--- config.mk ---
export PLATFORM = sky130hd
export DESIGN_NAME = io_mmio_port
export DESIGN_NICKNAME = d
export VERILOG_FILES = /design/src/rtl/io_mmio_port.sv
export SDC_FILE = /design/constraint.sdc
export NUM_CORES = 1
export LEC_CHECK = 0
export ABC_CLOCK_PERIOD_IN_PS = 4400
export CORE_ASPECT_RATIO = 0.6
export CORE_MARGIN = 2
export CORE_UTILIZATION = 30
export CTS_CLUSTER_DIAMETER = 100
export CTS_CLUSTER_SIZE = 24
export DETAILED_ROUTE_END_ITERATION = 7
export DONT_BUFFER_PORTS = 1
export HOLD_SLACK_MARGIN = 0.15
export MAX_ROUTING_LAYER = met4
export PLACE_DENSITY_LB_ADDON = 0.3
export SLEW_MARGIN = 15
export SYNTH_ARGS = -nofsm -noshare
export SYNTH_HDL_FRONTEND = slang
export SYNTH_SLANG_ARGS = --single-unit
--- constraint.sdc ---
create_clock -name clk -period 4.4 [get_ports clk]
set_clock_uncertainty 0.2 [all_clocks]
set_input_delay 0.88 -clock clk [delete_from_list [all_inputs] [get_ports clk]]
set_output_delay 0.88 -clock clk [all_outputs]
set_load 0.02 [all_outputs]
--- src/rtl/io_mmio_port.sv ---
// Memory-mapped I/O port: register window, output latch, debounced inputs, event FIFO.
// Optional IO_MMIO_IRQ_EN adds an IRQ mask register and a registered irq output.
module io_mmio_port #(
  parameter logic [15:0] IO_BASE   = 16'hFFF0,
  parameter int          DB_CYCLES = 4
) (
  input  logic        clk,
  input  logic        reset,
  input  logic [15:0] addr,
  input  logic [15:0] proc_dout,
  input  logic        we,
  output logic [15:0] proc_din,
  output logic        hit,
  input  logic [3:0]  io_in,
`ifdef IO_MMIO_IRQ_EN
  output logic        irq,
`endif
  output logic [3:0]  io_out
);

  localparam logic [7:0] DB_LAST = 8'(DB_CYCLES - 1);

  logic [2:0] off;
  logic       wr;
  logic       wr_out;
  logic       wr_stat;
  logic       wr_pop;

  logic [3:0] sync1;
  logic [3:0] sync2;
  logic [3:0] cand;
  logic [3:0] deb;
  logic [7:0] cnt;
  logic       accept;

  logic [3:0] mem [4];
  logic [1:0] wp;
  logic [1:0] rp;
  logic [2:0] count;
  logic       full;
  logic       empty;
  logic       do_pop;
  logic       do_push;
  logic       drop;
  logic [3:0] head;

  logic       chg;
  logic       ovf;

  assign hit     = addr[15:3] == IO_BASE[15:3];
  assign off     = addr[2:0];
  assign wr      = we & hit;
  assign wr_out  = wr & (off == 3'd1);
  assign wr_stat = wr & (off == 3'd2);
  assign wr_pop  = wr & (off == 3'd3);

  assign accept = (sync2 == cand) && (cand != deb) && (cnt == DB_LAST);

  assign full    = count == 3'd4;
  assign empty   = count == 3'd0;
  assign do_pop  = wr_pop & ~empty;
  // A pop on a full FIFO frees the slot the coincident push lands in.
  assign do_push = accept & (~full | do_pop);
  assign drop    = accept & full & ~do_pop;
  assign head    = empty ? 4'h0 : mem[rp];

  always_ff @(posedge clk) begin
    if (reset) begin
      sync1 <= 4'h0;
      sync2 <= 4'h0;
      cand  <= 4'h0;
      deb   <= 4'h0;
      cnt   <= 8'h0;
    end else begin
      sync1 <= io_in;
      sync2 <= sync1;
      if (sync2 != cand) begin
        cand <= sync2;
        cnt  <= 8'h0;
      end else if (cand != deb) begin
        if (cnt == DB_LAST) deb <= cand;
        else cnt <= cnt + 8'd1;
      end
    end
  end

  always_ff @(posedge clk) begin
    if (reset) begin
      for (int i = 0; i < 4; i++) mem[i] <= 4'h0;
      wp    <= 2'd0;
      rp    <= 2'd0;
      count <= 3'd0;
    end else begin
      if (do_push) begin
        mem[wp] <= cand;
        wp      <= wp + 2'd1;
      end
      if (do_pop) rp <= rp + 2'd1;
      count <= count + 3'(do_push) - 3'(do_pop);
    end
  end

  // Set beats write-1-to-clear when both land on the same edge.
  always_ff @(posedge clk) begin
    if (reset) begin
      chg    <= 1'b0;
      ovf    <= 1'b0;
      io_out <= 4'h0;
    end else begin
      chg <= accept | (chg & ~(wr_stat & proc_dout[0]));
      ovf <= drop | (ovf & ~(wr_stat & proc_dout[2]));
      if (wr_out) io_out <= proc_dout[3:0];
    end
  end

`ifdef IO_MMIO_IRQ_EN
  logic [1:0] mask;

  always_ff @(posedge clk) begin
    if (reset) begin
      mask <= 2'b00;
      irq  <= 1'b0;
    end else begin
      if (wr & (off == 3'd4)) mask <= proc_dout[1:0];
      irq <= (chg & mask[0]) | (ovf & mask[1]);
    end
  end
`endif

  always_comb begin
    proc_din = 16'h0000;
    if (hit) begin
      case (off)
        3'd0:    proc_din = {12'h000, deb};
        3'd1:    proc_din = {12'h000, io_out};
        3'd2:    proc_din = {13'h0000, ovf, ~empty, chg};
        3'd3:    proc_din = {12'h000, head};
`ifdef IO_MMIO_IRQ_EN
        3'd4:    proc_din = {14'h0000, mask};
`endif
        default: proc_din = 16'h0000;
      endcase
    end
  end

endmodule

=== After elaboration in Yosys (flattened, before gate mapping) ===
Memory sizes are Yosys's and may differ from the RTL's. A register that Yosys moved wholly into a read port is not among the register bits.
Cells that the tools add are included.

* Bitwise logic cells: 22
* Reduce and logical (&&, ||, !) cells: 8
* Equality and inequality tests: 9
* Multiplexer cells: 13
* $add $sub $neg: 5

{| class="wikitable"
|+ Operator list
! kind !! count
|-
| 4-bit one-hot mux with 4 select lines || 1
|-
| 13-bit equality test (second input constant) || 1
|-
| 1-bit AND || 12
|-
| 4-bit two-way mux || 3
|-
| 8-bit by 1-bit adder with 8-bit output (second input constant) || 1
|-
| 8-bit by 2-bit equality test with 1-bit output (second input constant) || 1
|-
| 4-bit != test || 2
|-
| 1-bit inverter || 7
|-
| 3-bit by 2-bit equality test with 1-bit output (second input constant) || 2
|-
| 3-bit zero test || 2
|-
| 1-bit two-way mux || 6
|-
| 2-bit two-way mux || 3
|-
| 2-bit by 1-bit adder with 2-bit output (second input constant) || 2
|-
| 4-bit equality test || 1
|-
| 4-bit OR reduction || 1
|-
| 3-bit by 1-bit adder with 3-bit output || 1
|-
| 3-bit by 1-bit equality test with 1-bit output (second input constant) || 1
|-
| 3-bit equality test (second input constant) || 1
|-
| 1-bit bitwise OR || 3
|-
| 3-bit AND reduction || 1
|-
| 3-bit by 1-bit subtractor with 3-bit output || 1
|-
| 1-bit logical AND || 2
|-
| 2-bit AND reduction || 1
|-
| 2-bit OR reduction || 1
|}

* Bits in registers: 37
* Bits in writable memories: 16
* Memories: 1

{| class="wikitable"
|+ Memories
! name !! depth !! width !! rd ports !! clocked after Yosys merged registers in !! write ports !! line !! source
|-
| mem || 4 || 4 || 1 || 1 || 4 || 36 || <nowiki>logic [3:0] mem [4];</nowiki>
|}

=== Longest topological paths before layout ===
Gate-level depths: netlist of run 1.

* Depth after elaboration: 11
* Depth in mapped cells: 14

=== Least setup slack after synthesis of run 1 ===
Ideal clock, no wire load.

* Path kind: input port to output port
* Start point: input addr[3]
* End point: output proc_din[1]
* Setup slack: 596 ps
* Data required time: 3320 ps
* Cell stages on the path: 4
* Data arrival time: 2724 ps
* Buffers on the path: 0
* Cell sequence: nand4b_1 > nor4_1 > nor2b_1 > a21boi_0

* Longest elaborated chain between the ends: 2

{| class="wikitable"
|+ RTL lines
! what !! line !! source
|-
| start: declaration || 9 || <nowiki>input logic [15:0] addr,</nowiki>
|-
| 13-bit equality test || 50 || <nowiki>assign hit = addr[15:3] == IO_BASE[15:3];</nowiki>
|-
| net hit || 13 || <nowiki>output logic hit,</nowiki>
|-
| 4-bit two-way mux || 132 || <nowiki>if (hit) begin</nowiki>
|-
| end: declaration || 12 || <nowiki>output logic [15:0] proc_din,</nowiki>
|}

The timed path passes the listed nets, and every way through them passes these cells.

=== Worst setup path in the final report of run 1 ===
* Start point: input addr[3]
* End point: output proc_din[3]

* Longest elaborated chain between the ends: 2

{| class="wikitable"
|+ RTL lines
! what !! line
|-
| 13-bit equality test || 50
|-
| 4-bit two-way mux || 132
|}

Every way passes these cells.

==> results of run 1 <==
==> metrics by stage <==
step                      hold slack [ps]  cells  power, mW  setup slack, ps
final                                 242    363       1.01             1170
after global routing                  260    363       1.05              933
after CTS                             248    363       1.02             1130
after detailed placement              225    355      0.584              906
after global placement                227    355      0.584              927
after floorplan                       214    259      0.591              596
==> layer usage <==
| layer | part of all wire [%] | track usage [%] | vias up |
|---|---|---|---|
| met3 | 7.0 | 3.86 | 10 |
| met5 | 0 | - | - |
| met1 | 54 | 17.5 | 786 |
| met2 | 38 | 14.8 | 69 |
| li1 | - | - | 847 |
| met4 | 1.5 | 4.16 | 0 |
==> placed cells by master (no fill, tap or decap), drive strengths merged, types with 2 or more instances in the layout <==
cell type / count
xnor2: 6
nand2: 10
ha: 3
nor4: 5
and2: 8
inv: 4
nor2: 31
nand4b: 2
xor2: 13
nor2b: 19
clkbuf: 6
conb: 12
nand4: 7
a21o: 3
a22oi: 3
mux4: 4
edfxtp: 16
a21boi: 2
o21ai: 3
mux2i: 11
a21oi: 5
nor3b: 4
and3: 12
nand3: 9
dfxtp: 39
buf: 4
==> state kept, by name, summed over array words and instances, names as in the netlist, 3 cells and up, named ones only <==
| register | count |
|---|---|
| count | 3 |
| deb | 4 |
| cnt | 8 |
| io_out | 4 |
| mem | 16 |
| sync2 | 4 |
| cand | 4 |
| sync1 | 4 |
==> logic make-up (layout without fill, tap and decap cells) <==
| group | after synthesis | in the layout | share of synthesized area, % |
|---|---|---|---|
| buffers and inverters | 23 | 15 | 5.75 |
| other | 1 | 12 | 0.144 |
| AO/OA/AOI/OAI | 19 | 19 | 4.84 |
| adder cells (fa/ha/maj) | 4 | 4 | 2.21 |
| multiplexers | 16 | 16 | 8.10 |
| flip-flops | 55 | 55 | 48.3 |
| AND/OR/NAND/NOR | 111 | 111 | 24.3 |
| XOR/XNOR | 19 | 19 | 6.38 |
==> layout make-up <==
class,instances,area share (%)
clock inverters,2,0.615
clock buffers,6,5.27
inverters,3,0.395
multi-input cells,181,43.5
repair buffers,4,1.05
flip-flops and latches,55,44.2
well taps,112,4.92
==> worst min-delay path by stage <==
stage	from	endpoint	slack (ps)	cells after the start
after detailed placement	sync1[0]	sync2[0]	220	1
after CTS	sync1[1]	sync2[1]	250	1
final	sync1[2]	sync2[2]	240	1
after floorplan	sync1[0]	sync2[0]	210	1
after global routing	sync1[1]	sync2[1]	260	1
after global placement	sync1[2]	sync2[2]	230	1
==> Yosys cell counts <==
library cell | n | area, um2
a21oi_2 | 1 | 8.76
and2_1 | 8 | 50.1
o31ai_1 | 1 | 7.51
a21boi_0 | 2 | 15.0
nor4b_1 | 1 | 8.76
or3_1 | 1 | 6.26
mux2_2 | 1 | 11.3
a21oi_1 | 4 | 20.0
conb_1 | 1 | 3.75
nand4b_1 | 2 | 17.5
inv_1 | 3 | 11.3
nand3_1 | 9 | 45.0
xnor2_1 | 6 | 52.6
nand2_1 | 10 | 37.5
a21o_2 | 1 | 8.76
nor4_1 | 3 | 18.8
nor2b_1 | 19 | 119
xor2_1 | 13 | 114
clkbuf_1 | 5 | 18.8
nor3b_4 | 1 | 18.8
nand4_1 | 6 | 37.5
ha_1 | 3 | 37.5
edfxtp_1 | 16 | 480
o21ai_0 | 3 | 15.0
fa_1 | 1 | 20.0
nor4_2 | 2 | 25.0
mux4_2 | 4 | 90.1
a22oi_1 | 3 | 22.5
buf_4 | 13 | 97.6
dfxtp_1 | 39 | 781
a21o_1 | 2 | 15.0
nor3_1 | 1 | 5.00
o21a_1 | 1 | 7.51
nor2_1 | 31 | 116
nor3b_1 | 3 | 22.5
and3_1 | 5 | 31.3
nand4_2 | 1 | 12.5
a31oi_1 | 1 | 6.26
mux2i_1 | 11 | 110
and4_1 | 1 | 8.76
and3_2 | 7 | 52.6
buf_6 | 2 | 22.5
==> report_power, final <==
group	internal, mW	total (mW)	switching [mW]
registers	0.530	0.535	0.00554
logic	0.0121	0.0369	0.0248
clock network	0.249	0.441	0.192
total	0.791	1.01	0.222
==> qor.yml, run 1 <==
yosys:
  seq_area_frac_synth_pct: 48.3
  syn_inst: 248
  synth-seq-cells: 55
  synthDistinctLibCells: 42
  ys_warn_count: 0
  syn_avg_cell_area_um2: 10.5
  syn_area_um2: 2610
clock_tree:
  cts_hold_buf: 0
  clockBufferDepth: 2
  cts_tree: "yes"
  clkSinkCount: 55
  cts-root-buf: "clkbuf_16"
  htreeDepth: 2
  worstSkewPairLatency_ps: 300
  post_cts_resized: 0
  cts-buffers-inserted: 5
  path_clk_slew_ps: 70
  cts_setup_buffers: 0
run_status:
  status: "finished clean"
power_and_ir_drop:
  vdd_ir_drop_max_mv: 0.141
  p_leak_nw: 1.10
  power_density_nw_per_um2: 355
grt:
  grt_first_pass_wirelength_mm: 8.55
  grt_max_degree: 38
  antenna_found_initial: 0
  grt_pass1_vias: 1604
  grt_util_all_layers_pct: 11.8
  gr-total-overflow: 0
setup_path:
  critPathMaxStageDelay_ps: 410
  cpMostUsedCell: "nor2b_1"
  r2r-start: "cnt[0]"
  required_ps: 3320
  start_kind: "input port"
  path_cells: "nand4b_1 -> nor4_1 -> nor2b_1 -> nor2b_1"
  worst_ep_arrival_time_ps: 2150
  end_kind: "primary output"
  cp_slowest_cell: "nor2b_1"
  crit_buf_inv: 0
  cp-endpoint: "proc_din[3]"
  startpoint: "addr[3]"
  reg2reg_to: "count[2]"
  crit_cells: 4
  r2r_cells: 14
  critPathTopFamily: "simple AND/OR/NAND/NOR gates"
  worstPathMaxFanout: 4
  rrSetupSlack_ps: 1170
  crit_type: "input port to primary output"
layout:
  layout.nets: 293
  drive_above_1_share_pct: 12.0
  post-route-util_pct: 33.6
  area_growth_pct: 9.20
  design_area_um2: 2850
  fill_cells: 829
  seqCellArea_um2: 1260
  multi_input_area_um2: 1240
  antennaDiodeCount: 0
die:
  fp.dieW_um: 124
  die_area_um2: 9490
  ios: 60
  start_util_pct: 30.7
  rows: 26
  core_area_um2: 8490
  die_h_um: 76.3
timing:
  rsz0062_at_grt: "no"
  tightest_slew_ps: 728
  drv_slew: 0
  relSlewSlack_pct: 51.1
  hold_violations: 0
  fmax_ghz: 0.309
  timing.final.crit_share_pct: 73.4
  finalSetupTns_ps: 0
  min_period_ps: 3230
  setup_viol: 0
placed_design:
  hpwl_mm: 3.95
  dpl_cell_area_um2: 2680
  routabilityCongestion: 0.798
  portBuffers: 0
drt:
  drc: 0
  wl_mm: 5.25
  ant_nets: 0
  wl_per_cell_um: 14.5
  vias_per_cell: 4.72
  num_vias: 1712
  dr.first_iter.drc_count: 103
  drt-pass1-iter-count: 4
hold_path:
  min_path_type: "register to register"
run:
  drv_cap: 0
(Power assumes the default switching activity.)
==> run 2: changes to the inputs <==
--- a/config.mk
+++ b/config.mk
@@ -5,7 +5,7 @@
 export SDC_FILE = /design/constraint.sdc
 export NUM_CORES = 1
 export LEC_CHECK = 0
-export ABC_CLOCK_PERIOD_IN_PS = 4400
+export ABC_CLOCK_PERIOD_IN_PS = 2950
 export CORE_ASPECT_RATIO = 0.6
 export CORE_MARGIN = 2
 export CORE_UTILIZATION = 30
==> constraint.sdc (replaced) <==
create_clock -name clk -period 2.95 [get_ports clk]
set_clock_uncertainty 0.2 [all_clocks]
set_input_delay 0.59 -clock clk [delete_from_list [all_inputs] [get_ports clk]]
set_output_delay 0.59 -clock clk [all_outputs]
set_load 0.02 [all_outputs]
==> run 2 against run 1 <==
Global-route usage about the same. Critical path depth up 8. Routed wire length up 1.4%. Design area up 5.4%. Die area unchanged. Sequential share of layout area down 2.2 points. Sequential cell count unchanged. Via count up 1.6%. Count of clock-buffer cells in the layout unchanged. Non-clock buffer count up 17. Final cell count up 4.4%. Sequential power up 49%.
==> qor.yml, run 2 (synthesized netlist as in run 1, its figures left out) <==
setup_path:
  r2r-start: "count[1]"  # was cnt[0]
  end_kind: "register"  # was primary output
  reg2reg_to: "count[2]"  # unchanged
  r2r_cells: 12  # was 14
  worst_ep_arrival_time_ps: 2760  # was 2150 ps
  rrSetupSlack_ps: 180  # was 1170 ps
  worstPathMaxFanout: 7  # was 4
  start_kind: "register"  # was input port
  required_ps: 2940  # was 3320 ps
  crit_type: "register to register"  # was input port to primary output
drt:
  num_vias: 1740  # was 1712
  wl_per_cell_um: 14.0  # was 14.5 um
  ant_nets: 0  # unchanged
  dr.first_iter.drc_count: 101  # was 103
  wl_mm: 5.32  # was 5.25 mm
  vias_per_cell: 4.59  # was 4.72
  drt-pass1-iter-count: 4  # unchanged
  drc: 0  # unchanged
die:
  fp.dieW_um: 124  # unchanged
  ios: 60  # unchanged
  die_area_um2: 9490  # unchanged
  start_util_pct: 30.7  # unchanged
  rows: 26  # unchanged
  core_area_um2: 8490  # unchanged
  die_h_um: 76.3  # unchanged
power_and_ir_drop:
  vdd_ir_drop_max_mv: 0.256  # was 0.141 mV
  p_leak_nw: 1.18  # was 1.10 nW
  p_total_mw: 1.46  # was 1.01 mW
  power_density_nw_per_um2: 485  # was 355 nW/um2
timing:
  hold_violations: 0  # unchanged
  setup_viol: 0  # unchanged
  timing.final.crit_share_pct: 94.0
  hold_slack_ps: 164  # was 242 ps
  fmax_ghz: 0.361
  min_period_ps: 2770
  setup_ws_ps: 177  # was 1170 ps
  drv_slew: 0  # unchanged
hold_path:
  min_path_type: "input port to register"  # was register to register
  hp-start: "reset"  # was sync1[2]
  whs_endpoint: "sync1[3]"  # was sync2[2]
  hold-path-cell-count: 1  # unchanged
clock_tree:
  worstSkewPairLatency_ps: 290  # was 300 ps
  clockBufferDepth: 2  # unchanged
  cts-root-buf: "clkbuf_16"  # unchanged
  htreeDepth: 2  # unchanged
  path_clk_slew_ps: 70  # about the same
  cts-buffers-inserted: 5  # unchanged
  cts_tree: "yes"  # unchanged
  clkSinkCount: 55  # unchanged
layout:
  layout_common_cells: "dfxtp_1 (38), nor2_1 (31), nor2b_1 (19), buf_4 (19), edfxtp_1 (16)"  # was dfxtp_1 (39), nor2_1 (31), nor2b_1 (19), edfxtp_1 (16), xor2_1 (13)
  top_register: "mem"  # unchanged
  antennaDiodeCount: 0  # unchanged
  layout.nets: 310  # was 293
  fill_cells: 832  # was 829
  largestRegisters: "mem: 16 flops, cnt: 8 flops"  # unchanged
  drive_above_1_share_pct: 19.1  # was 12.0%
  largest_reg_flops: 16  # unchanged
  layout_commonest_cell: "dfxtp_1"  # unchanged
  area_growth_pct: 15.1  # was 9.20%
grt:
  grt_first_pass_wirelength_mm: 8.58  # was 8.55 mm
  antenna_found_initial: 0  # unchanged
  grt_util_all_layers_pct: 11.9  # was 11.8%
  grt_max_degree: 38  # unchanged
  gr-total-overflow: 0  # unchanged
  grt_pass1_vias: 1627  # was 1604
placed_design:
  routabilityCongestion: 0.807  # was 0.798
  dp_slack_ps: -71.8  # was 906 ps
  hpwl_mm: 4.06  # was 3.95 mm
  portBuffers: 0  # unchanged
run:
  drv_cap: 0  # unchanged
run_status:
  status: "finished clean"  # unchanged
==> run 2: changes by cell type in the layout (fill, tap and decap cells not counted), sizes merged <==
cell / before / now
dlygate4sd3: 0 / 2
inv: 4 / 3
buf: 4 / 19
==> run 2: worst max-delay path: stages, from the launching register on <==
cell	delay [ps]
dfxtp_1	360
or3_4	400
and3_4	210
a21o_1	200
nand2_1	80
ha_1	230
inv_1	60
ha_1	130
inv_1	50
fa_1	380
xor2_1	170
xnor2_1	140
nor2_1	50
==> run 2: metal layers <==
metal  vias up  share of wire [%]  global-route usage [%]
met5         -                  0                       -
met1       804                 54                    18.3
met2        53                 38                    14.4
met3         2                7.6                    3.65
li1        881                  -                       -
met4         0               0.54                    3.37
==> run 2: layout make-up <==
cell class | count | area (um2) | area share [%]
Sequential cell | 55 | 1260 | 42.0
Inverter | 3 | 11.3 | 0.375
Clock buffer | 6 | 139 | 4.62
Timing Repair Buffer | 21 | 163 | 5.41
Tap cell | 112 | 140 | 4.66
Clock inverter | 1 | 5.00 | 0.167
Multi-Input combinational cell | 181 | 1280 | 42.8
==> run 2: repair_timing <==
action,CTS,global route
buffers inserted,0,1
setup endpoints to repair,1,1
hold buffers,0,2
endpoints found under the hold margin,0,1
resized for setup,1,7
cloned,0,0
==> run 2: power by group <==
group,internal (mW),leakage [nW],switching (mW),total [mW]
sequential,0.791,0.482,0.00661,0.797
clock,0.332,0.0727,0.259,0.591
combinational,0.0275,0.630,0.0418,0.0693
==> run 2: how the worst max path moves through the flow <==
stage	from	end
5_1_grt	cnt[1]	count[2]
3_3_place_gp	we	count[2]
2_1_floorplan	addr[15]	count[2]
3_5_place_dp	addr[15]	count[2]
6_report	count[1]	count[2]
4_1_cts	count[1]	count[2]
==> run 2: through the flow <==
stage / area, um2 / setup TNS (ps) / std cells / utilization, %
3_5_place_dp: 2800 / -71.8 / 369 / 33.0
5_1_grt: 3010 / -8.59 / 379 / 35.4
2_1_floorplan: 2670 / 0 / 259 / -
4_1_cts: 2950 / 0 / 376 / 34.8
6_report: 3010 / 0 / 379 / 35.4
3_3_place_gp: 2800 / -22.4 / 369 / 33.0
